File: config.mk
export PLATFORM = sky130hd
export DESIGN_NAME = cn_serial
export DESIGN_NICKNAME = d
export VERILOG_FILES = /design/src/rtl/cn_serial.sv
export SDC_FILE = /design/constraint.sdc
export NUM_CORES = 1
export LEC_CHECK = 0
export BUFFER_PORTS_ARGS = -buffer_cell sky130_fd_sc_hd__buf_2
export CORE_MARGIN = 2
export CORE_UTILIZATION = 40
export CTS_CLUSTER_DIAMETER = 120
export DETAILED_ROUTE_END_ITERATION = 8
export PLACE_DENSITY_LB_ADDON = 0.15
export SYNTH_ARGS = -nofsm -noshare
export SYNTH_HDL_FRONTEND = slang
export SYNTH_SLANG_ARGS = --single-unit
File: constraint.sdc
create_clock -name clk -period 6 [get_ports clk]
set_input_delay 0.3 -clock clk [delete_from_list [all_inputs] [get_ports clk]]
set_output_delay 0.3 -clock clk [all_outputs]
set_load 0.005 [all_outputs]
File: src/rtl/cn_serial.sv
// Serial offset-min-sum check node: collects DEG VN->CN messages, then emits DEG CN->VN extrinsics in edge order.
// Latency: first out_valid one cycle after the DEG-th input transfer; one output per handshake after that.
// Backpressure: in_ready low for the whole emit phase; out_msg/out_idx hold while out_valid && !out_ready.
module cn_serial #(
    parameter int MSG_W  = 11,
    parameter int DEG    = 6,
    parameter int IDX_W  = 3,
    parameter int OFFSET = 0
) (
    input  logic             clk,
    input  logic             rst,
    input  logic             in_valid,
    output logic             in_ready,
    input  logic [MSG_W-1:0] in_msg,
    output logic             out_valid,
    input  logic             out_ready,
    output logic [MSG_W-1:0] out_msg,
    output logic [IDX_W-1:0] out_idx,
    output logic             busy
);

    localparam logic [MSG_W-2:0] MAX_MAG  = '1;
    localparam logic [MSG_W-2:0] OFF_MAG  = (MSG_W-1)'(OFFSET);
    localparam logic [IDX_W-1:0] LAST_IDX = IDX_W'(DEG-1);

    typedef enum logic {
        COLLECT,
        EMIT
    } state_t;

    state_t           state_q, state_d;
    logic [IDX_W-1:0] count_q, count_d;
    logic [MSG_W-2:0] min1_q, min1_d;
    logic [MSG_W-2:0] min2_q, min2_d;
    logic [IDX_W-1:0] idx1_q, idx1_d;
    logic             sgn_acc_q, sgn_acc_d;
    logic [DEG-1:0]   signs_q, signs_d;
    logic [MSG_W-1:0] out_msg_q, out_msg_d;
    logic [IDX_W-1:0] out_idx_q, out_idx_d;

    logic             in_sgn;
    logic [MSG_W-1:0] in_neg;
    logic [MSG_W-2:0] in_mag;
    logic [MSG_W-2:0] mag_sel;
    logic [MSG_W-2:0] mag_off;
    logic             out_sgn;
    logic [MSG_W-1:0] out_pos;

    // Input magnitude; the most-negative code has no positive twin, so it saturates.
    always_comb begin
        in_sgn = in_msg[MSG_W-1];
        in_neg = -in_msg;
        in_mag = in_msg[MSG_W-2:0];
        if (in_sgn) begin
            in_mag = in_neg[MSG_W-1] ? MAX_MAG : in_neg[MSG_W-2:0];
        end
    end

    // Next-state: min tracking during collect, edge stepping during emit.
    always_comb begin
        state_d   = state_q;
        count_d   = count_q;
        min1_d    = min1_q;
        min2_d    = min2_q;
        idx1_d    = idx1_q;
        sgn_acc_d = sgn_acc_q;
        signs_d   = signs_q;
        case (state_q)
            COLLECT: begin
                if (in_valid) begin
                    signs_d[count_q] = in_sgn;
                    sgn_acc_d        = sgn_acc_q ^ in_sgn;
                    if (in_mag < min1_q) begin
                        min2_d = min1_q;
                        min1_d = in_mag;
                        idx1_d = count_q;
                    end else if (in_mag < min2_q) begin
                        min2_d = in_mag;
                    end
                    if (count_q == LAST_IDX) begin
                        state_d = EMIT;
                        count_d = '0;
                    end else begin
                        count_d = count_q + 1'b1;
                    end
                end
            end
            EMIT: begin
                if (out_ready) begin
                    if (count_q == LAST_IDX) begin
                        state_d   = COLLECT;
                        count_d   = '0;
                        min1_d    = MAX_MAG;
                        min2_d    = MAX_MAG;
                        idx1_d    = '0;
                        sgn_acc_d = 1'b0;
                        signs_d   = '0;
                    end else begin
                        count_d = count_q + 1'b1;
                    end
                end
            end
            default: state_d = COLLECT;
        endcase
    end

    // Output value for the edge the next cycle will present, built from next-state values
    // so the registered output lines up with out_valid and simply holds when no transfer occurs.
    always_comb begin
        mag_sel   = (count_d == idx1_d) ? min2_d : min1_d;
        mag_off   = (mag_sel > OFF_MAG) ? (mag_sel - OFF_MAG) : '0;
        out_sgn   = sgn_acc_d ^ signs_d[count_d];
        out_pos   = {1'b0, mag_off};
        out_msg_d = '0;
        out_idx_d = '0;
        if (state_d == EMIT) begin
            out_msg_d = out_sgn ? -out_pos : out_pos;
            out_idx_d = count_d;
        end
    end

    // State and frame accumulators.
    always_ff @(posedge clk or posedge rst) begin
        if (rst) begin
            state_q   <= COLLECT;
            count_q   <= '0;
            min1_q    <= MAX_MAG;
            min2_q    <= MAX_MAG;
            idx1_q    <= '0;
            sgn_acc_q <= 1'b0;
            signs_q   <= '0;
        end else begin
            state_q   <= state_d;
            count_q   <= count_d;
            min1_q    <= min1_d;
            min2_q    <= min2_d;
            idx1_q    <= idx1_d;
            sgn_acc_q <= sgn_acc_d;
            signs_q   <= signs_d;
        end
    end

    // Registered output message and edge index.
    always_ff @(posedge clk or posedge rst) begin
        if (rst) begin
            out_msg_q <= '0;
            out_idx_q <= '0;
        end else begin
            out_msg_q <= out_msg_d;
            out_idx_q <= out_idx_d;
        end
    end

    assign in_ready  = (state_q == COLLECT);
    assign out_valid = (state_q == EMIT);
    assign out_msg   = out_msg_q;
    assign out_idx   = out_idx_q;
    assign busy      = !((state_q == COLLECT) && (count_q == '0));

endmodule

==> run summary, run 1 <==
Startpoint Class: primary input
Sw power: 1.288 mW
Finished Core Util: 0.4531
Die Wd: 103.3 um
Initial antenna violation count: 0
Total clock sinks: 48
Power consumption: 2.652 mW
Port Buffers: 31
Period utilization: 0.8889
Hold Path Class: primary input to asynchronous set/reset pin
Distinct cells, synth: 85
Adder-cell share of the synthesized area: 0.06345
Setup slack, reg-to-reg: 1.51 ns
CP required: 6.17 ns
DP Area: 0.004272 mm2
Syn-to-layout area delta: 11.26%
Setup-failing EPs final: 0
Crit-path max FO: 7
Die height: 103.3 um
Largest net degree at the start of global routing: 49
Synth Area in Compound Gates: 0.2713
Slew @ Worst Pin: 0.9112 ns
Skew final: 0.006759 ns
Std cell rows: 36
P_leak: 1.945 nW
Die area: 0.01067 mm2
Core Footprint: 0.009684 mm2
CTS Buffer Depth: 2
Seq cells post-synth: 48
Syn Std Cell Area: 0.003944 mm2
First-pass GRT wire length: 18.89 mm
PostCTS Resize Cnt: 0
# hold bufs at CTS: 0
Slowest cell delay on critical path: 0.52 ns
DRC: 0
Sequential fraction of the synthesis area: 0.3109
Final WL: 11.93 mm
I/O Pins: 32
GRT overflow: 0
RSZ-0062 raised after global routing: false
Clk Latency, worst-skew pair: 0.31 ns
CP cell instances: buf_2 -> inv_1 -> ha_1 -> nor3b_4 -> nand2_1 -> or4_1 -> a21oi_1 -> a31oi_1 -> ha_1 -> and4_1 -> and4_1 -> or4_1 -> a2111oi_2 -> or3_1 -> nand3_1 -> nor2_4 -> mux2i_1 -> ha_1 -> inv_1 -> o41ai_2 -> xnor2_1 -> nor2_1
First drt pass iteration count: 5
Final Instance Area: 0.004388 mm2
Average size of a mapped cell: 8.843 um2
Syn Inst Count: 446
Min cycle time layout: 5.333 ns
Register share of total power: 0.243
Crit path max-delay cell type: or4_1
Setup TNS Final: 0 ns
Remaining antenna violation count: 0
Slew margin rel.: 0.3926
Mux cell area share after synthesis: 0.05140
Worst path arrival time: 5.50 ns
Post-synth net total: 481
Post-Synth Simple-Gate Area: 0.2167
Largest family of logic cells by synthesized area: compound AO/OA/AOI/OAI gates
1st-iter DRT viols: 276
Top_reg_cell synth: dfrtp_1
Comb power frac: 0.663
CP top delay family: simple AND/OR/NAND/NOR gates
Post-synth EDFFs: 0
Worst setup EP type: register
Most used cell, CP: ha_1
Final hold viol count: 0
Synth async-reset ratio: 1.000
Clock buffer count from CTS: 5
Routed WL per cell: 19.37 um
Clock-pin slew on the worst setup and hold paths: 0.09 ns
Post-CTS setup buffer count: 0
Pint: 1.363 mW
Vias per cell: 5.919
Nets: 517
Synth warnings: 0
Critical path class: primary input to register
CTS tree: built
Layout cells sized above 1: 0.2153
P per Cell Area: 604.3 mW/mm2
Status: finished clean
GP Congestion: 0.9054
F_max: 0.1875 GHz
Global-route usage over all layers: 0.2350
Diode count: 0
XOR/XNOR Fraction of Synth Area: 0.02697
Pins over their slew limit: 0
Routed via count: 3646
Initial Util: 0.4072
Max_cap viols: 0
Clock H-tree levels: 2
Root buffer cell: clkbuf_8
Vias in the first global route: 3436
HPWL Detailed: 9.091 mm
Critical path buffers and inverters: 3
Clock power share: 0.094
Maximum vdd drop: 334.0 uV
Sw Share: 0.4858
==> state kept, by name, summed over array words and instances (netlist names) <==
name       count
idx1_q         3
out_msg       11
count_q        3
out_valid      1
min2_q        10
signs_q        6
out_idx        3
min1_q        10
sgn_acc_q      1
==> power groups by stage <==
stage	clock network [mW]	registers (mW)	logic, mW
2_1_floorplan	0	0.595	1.36
3_3_place_gp	0	0.649	1.73
3_5_place_dp	0	0.648	1.74
4_1_cts	0.259	0.642	1.75
5_1_grt	0.269	0.664	1.93
6_report	0.249	0.645	1.76
==> synth_stat cells, types with 8 or more instances <==
cell      count  area share
dfrtp_1      28        0.18
o21a_1        8       0.015
inv_1        40       0.038
nor2_1       37       0.035
a31oi_1      13       0.021
dfstp_2      20        0.13
ha_1         20       0.063
clkbuf_1     11       0.010
mux2i_1      14       0.036
nand3_1      18       0.023
a21oi_1      16       0.020
o21ai_0      34       0.043
nand2_1      35       0.033
==> metal layers <==
metal  vias to the layer above  GRT usage  wire length, um
met5                         -          0                0
met4                         0    0.06984              252
met3                        20    0.04167              767
met2                       138     0.3771             5490
met1                      1753     0.3254             5423
li1                       1735          -                -
==> worst min-delay path, cell delays in order <==
cell and delay, ns:
buf_2 0.10, inv_2 0.03, buf_4 0.51
==> cells in the final DEF, fill, tap and decap left out, types with 5 or more instances in the layout <==
cell type	instances
o21ai_0	34
o31ai_1	5
and3_1	5
inv_1	39
nand2_1	35
mux2i_1	14
nor2b_1	5
nor3_1	7
a31oi_1	13
nor2_1	37
nand4_1	6
clkbuf_8	6
dfrtp_1	28
xnor2_1	5
buf_4	12
a21oi_1	16
o21a_1	8
ha_1	20
nand3_1	18
buf_2	31
dfstp_2	20
==> layout make-up <==
class | count | area [um2]
Sequential cell | 48 | 1226
Clock buffer | 6 | 82.58
Fill cell | 996 | 5296
Multi-Input combinational cell | 344 | 2484
Tap cell | 133 | 166.4
Inverter | 40 | 150.1
Clock inverter | 2 | 33.78
Timing Repair Buffer | 43 | 245.2
==> worst paths after layout <==
check / start / end / cells after the start
max: in_msg[0] / out_msg[6]$_DFF_PP0_ / 22
min: rst / count_q[0]$_DFF_PP0_ / 3
max reg2reg: min1_q[7]$_DFF_PP1_ / out_msg[6]$_DFF_PP0_ / 15
min reg2reg: signs_q[1]$_DFF_PP0_ / signs_q[1]$_DFF_PP0_ / 2
max in group asynchronous: rst / out_msg[6]$_DFF_PP0_ / 3
min in group clk: in_msg[10] / signs_q[4]$_DFF_PP0_ / 3
==> stage by stage <==
| step | instances | setup slack [ns] | hold slack (ns) |
|---|---|---|---|
| 6_report | 616 | 0.6666 | 0.1427 |
| 5_1_grt | 616 | 0.2582 | 0.1905 |
| 4_1_cts | 616 | 0.6919 | 0.1567 |
| 3_5_place_dp | 608 | 0.3686 | 0.4981 |
| 3_3_place_gp | 608 | 0.5148 | 0.4958 |
| 2_1_floorplan | 446 | 0.8978 | 0.4686 |
==> cells by family (layout without fill, tap and decap cells) <==
kind of cell    Yosys count  in the layout
buf+inv                  54             91
compound gates          142            142
simple gates            154            154
flops                    48             48
xor+xnor                 10             10
fa+ha+maj                20             20
mux                      18             18
(Power assumes the default switching activity.)
==> run 2, diff against run 1 <==
--- a/config.mk
+++ b/config.mk
@@ -6,8 +6,10 @@
 export NUM_CORES = 1
 export LEC_CHECK = 0
 export BUFFER_PORTS_ARGS = -buffer_cell sky130_fd_sc_hd__buf_2
+export CELL_PAD_IN_SITES_DETAIL_PLACEMENT = 0
+export CELL_PAD_IN_SITES_GLOBAL_PLACEMENT = 1
 export CORE_MARGIN = 2
-export CORE_UTILIZATION = 40
+export CORE_UTILIZATION = 42
 export CTS_CLUSTER_DIAMETER = 120
 export DETAILED_ROUTE_END_ITERATION = 8
 export PLACE_DENSITY_LB_ADDON = 0.15
==> run summary, run 2 (synthesized netlist as in run 1, its figures left out) <==
Status: finished clean
Die area: 0.01018 mm2 (-4.6%)
Pre-CTS setup slack: 0.2091 ns (-0.1595 ns)
I/O Pins: 32 (unchanged)
Clock H-tree levels: 2 (unchanged)
Largest net degree at the start of global routing: 49 (unchanged)
# hold bufs at CTS: 0 (unchanged)
Vias in the first global route: 3526 (+2.6%)
P per Cell Area: 602.0 mW/mm2 (-0.37%)
Diode count: 0 (unchanged)
Most frequent cells in the layout: inv_1 (39), nor2_1 (37), nand2_1 (35)
Period utilization: 0.8945 (+0.005567)
Largest register FFs: 11 (unchanged)
Core Footprint: 0.009196 mm2 (-5.0%)
Fillers: 910 (-8.6%)
Die Wd: 100.9 um (-2.3%)
Worst path arrival time: 5.53 ns (+0.03 ns)
Placed cells: 584 (-3.9%)
Commonest non-fill, non-tap cell in the layout: inv_1
GRT overflow: 0 (unchanged)
Layout cells sized above 1: 0.2158 (+0.0004467)
F_max: 0.1863 GHz (-0.62%)
Final WL: 11.55 mm (-3.2%)
First-pass GRT wire length: 18.67 mm (-1.1%)
Std cell rows: 35 (-2.8%)
1st-iter DRT viols: 177 (-36%)
Die height: 100.9 um (-2.3%)
Hold Worst Slack: 0.2226 ns (+0.07990 ns)
CTS Buffer Depth: 2 (unchanged)
Pins over their slew limit: 0 (unchanged)
P_leak: 1.932 nW (-0.64%)
CP required: 6.17 ns (about the same)
Global-route usage over all layers: 0.2387 (+0.003744)
Critical path class: primary input to register
Worst setup EP type: register
Crit-path max FO: 11 (+4)
Skew final: 0.01101 ns (+0.004250 ns)
Slew margin rel.: 0.2964 (-0.09617)
GP Congestion: 0.9712 (+7.3%)
Setup-failing EPs final: 0 (unchanged)
Nets: 516 (-0.19%)
HPWL Detailed: 8.831 mm (-2.9%)
Syn-to-layout area delta: 9.867%
Routed WL per cell: 19.47 um (+0.52%)
Final hold viol count: 0 (unchanged)
Clk Latency, worst-skew pair: 0.31 ns (about the same)
Root buffer cell: clkbuf_8
Min cycle time layout: 5.367 ns (+0.03340 ns)
Clock-pin slew on the worst setup and hold paths: 0.09 ns (about the same)
PostCTS Resize Cnt: 0 (unchanged)
Min setup slack post-route: 0.6332 ns (-0.03340 ns)
Vias per cell: 6.132 (+3.6%)
Setup TNS Final: 0 ns (unchanged)
Initial antenna violation count: 0 (unchanged)
Layout Cells excl Fill: 593 (-3.7%)
Routed via count: 3636 (-0.27%)
Hold Path Class: primary input to asynchronous set/reset pin
Remaining antenna violation count: 0 (unchanged)
Clock buffer count from CTS: 5 (unchanged)
Initial Util: 0.4288 (+0.02161)
Maximum vdd drop: 328.9 uV (-1.5%)
Total clock sinks: 48 (unchanged)
Max_cap viols: 0 (unchanged)
First drt pass iteration count: 6 (+1)
Startpoint Class: primary input
CTS tree: built
RSZ-0062 raised after global routing: false
DRC: 0 (unchanged)
Port Buffers: 31 (unchanged)
Slew @ Worst Pin: 1.055 ns (+0.1442 ns)
[run 2: repair_timing]
item / in CTS / in global routing
setup endpoints to repair: 0 / 2
endpoints found under the hold margin: 0 / 0
setup buffers: 0 / 1
[run 2: worst paths after layout]
path                                            from                    to  slack, ns  cells past startpoint
worst max-delay path                       in_msg[0]  out_msg[8]$_DFF_PP0_       0.63                     22
worst min-delay path                             rst  count_q[0]$_DFF_PP0_       0.22                      2
worst max register to register   min1_q[7]$_DFF_PP1_  out_msg[8]$_DFF_PP0_       1.60                     15
worst min register to register  signs_q[1]$_DFF_PP0_  signs_q[1]$_DFF_PP0_       0.52                      2
max in group asynchronous                        rst   out_valid$_DFF_PP0_       5.11                      2
min in group clk                           out_ready  out_idx[2]$_DFF_PP0_       0.43                      4
[run 2: routing by layer]
metal  up-vias  share of wire  track usage
met5         -              0            0
met4         0          0.034       0.1008
met3        26          0.060      0.04161
met2       127           0.45       0.3697
met1      1749           0.46       0.3286
li1       1734              -            -
[run 2: where the power goes]
part | internal [mW] | total, mW | switching [mW] | leakage [nW]
sequential | 0.516 | 0.642 | 0.126 | 0.567
clock | 0.0945 | 0.213 | 0.118 | 0.0516
combinational | 0.718 | 1.75 | 1.04 | 1.31
total | 1.33 | 2.61 | 1.28 | 1.93
[run 2: metrics by stage]
stage | utilization | instance area [um2] | power, mW
2_1_floorplan | - | 3944 | 1.956
3_3_place_gp | 0.4599 | 4229 | 2.369
3_5_place_dp | 0.4599 | 4229 | 2.374
4_1_cts | 0.4703 | 4325 | 2.598
5_1_grt | 0.4712 | 4333 | 2.856
6_report | 0.4712 | 4333 | 2.608
[run 2: area by class of cell]
class | instances | area (um2) | area share
clock inverters | 2 | 13.76 | 0.003176
well taps | 111 | 138.9 | 0.03205
inverters | 40 | 150.1 | 0.03465
flip-flops and latches | 48 | 1226 | 0.2830
multi-input cells | 344 | 2484 | 0.5732
repair buffers | 42 | 237.7 | 0.05487
clock buffers | 6 | 82.58 | 0.01906
[run 2: worst max-delay path, cell delays in order]
cell and delay, ns:
buf_2 0.11, inv_1 0.08, ha_1 0.24, nor3b_4 0.34
nand2_1 0.11, or4_1 0.47, a21oi_1 0.15, a31oi_1 0.10
ha_1 0.35, and4_1 0.23, and4_1 0.24, or4_1 0.53
a2111oi_2 0.39, o21ai_0 0.18, and3_2 0.25, nand2b_4 0.15
mux2i_1 0.25, ha_1 0.30, inv_1 0.12, o41ai_2 0.40
xnor2_1 0.15, nor2_1 0.05
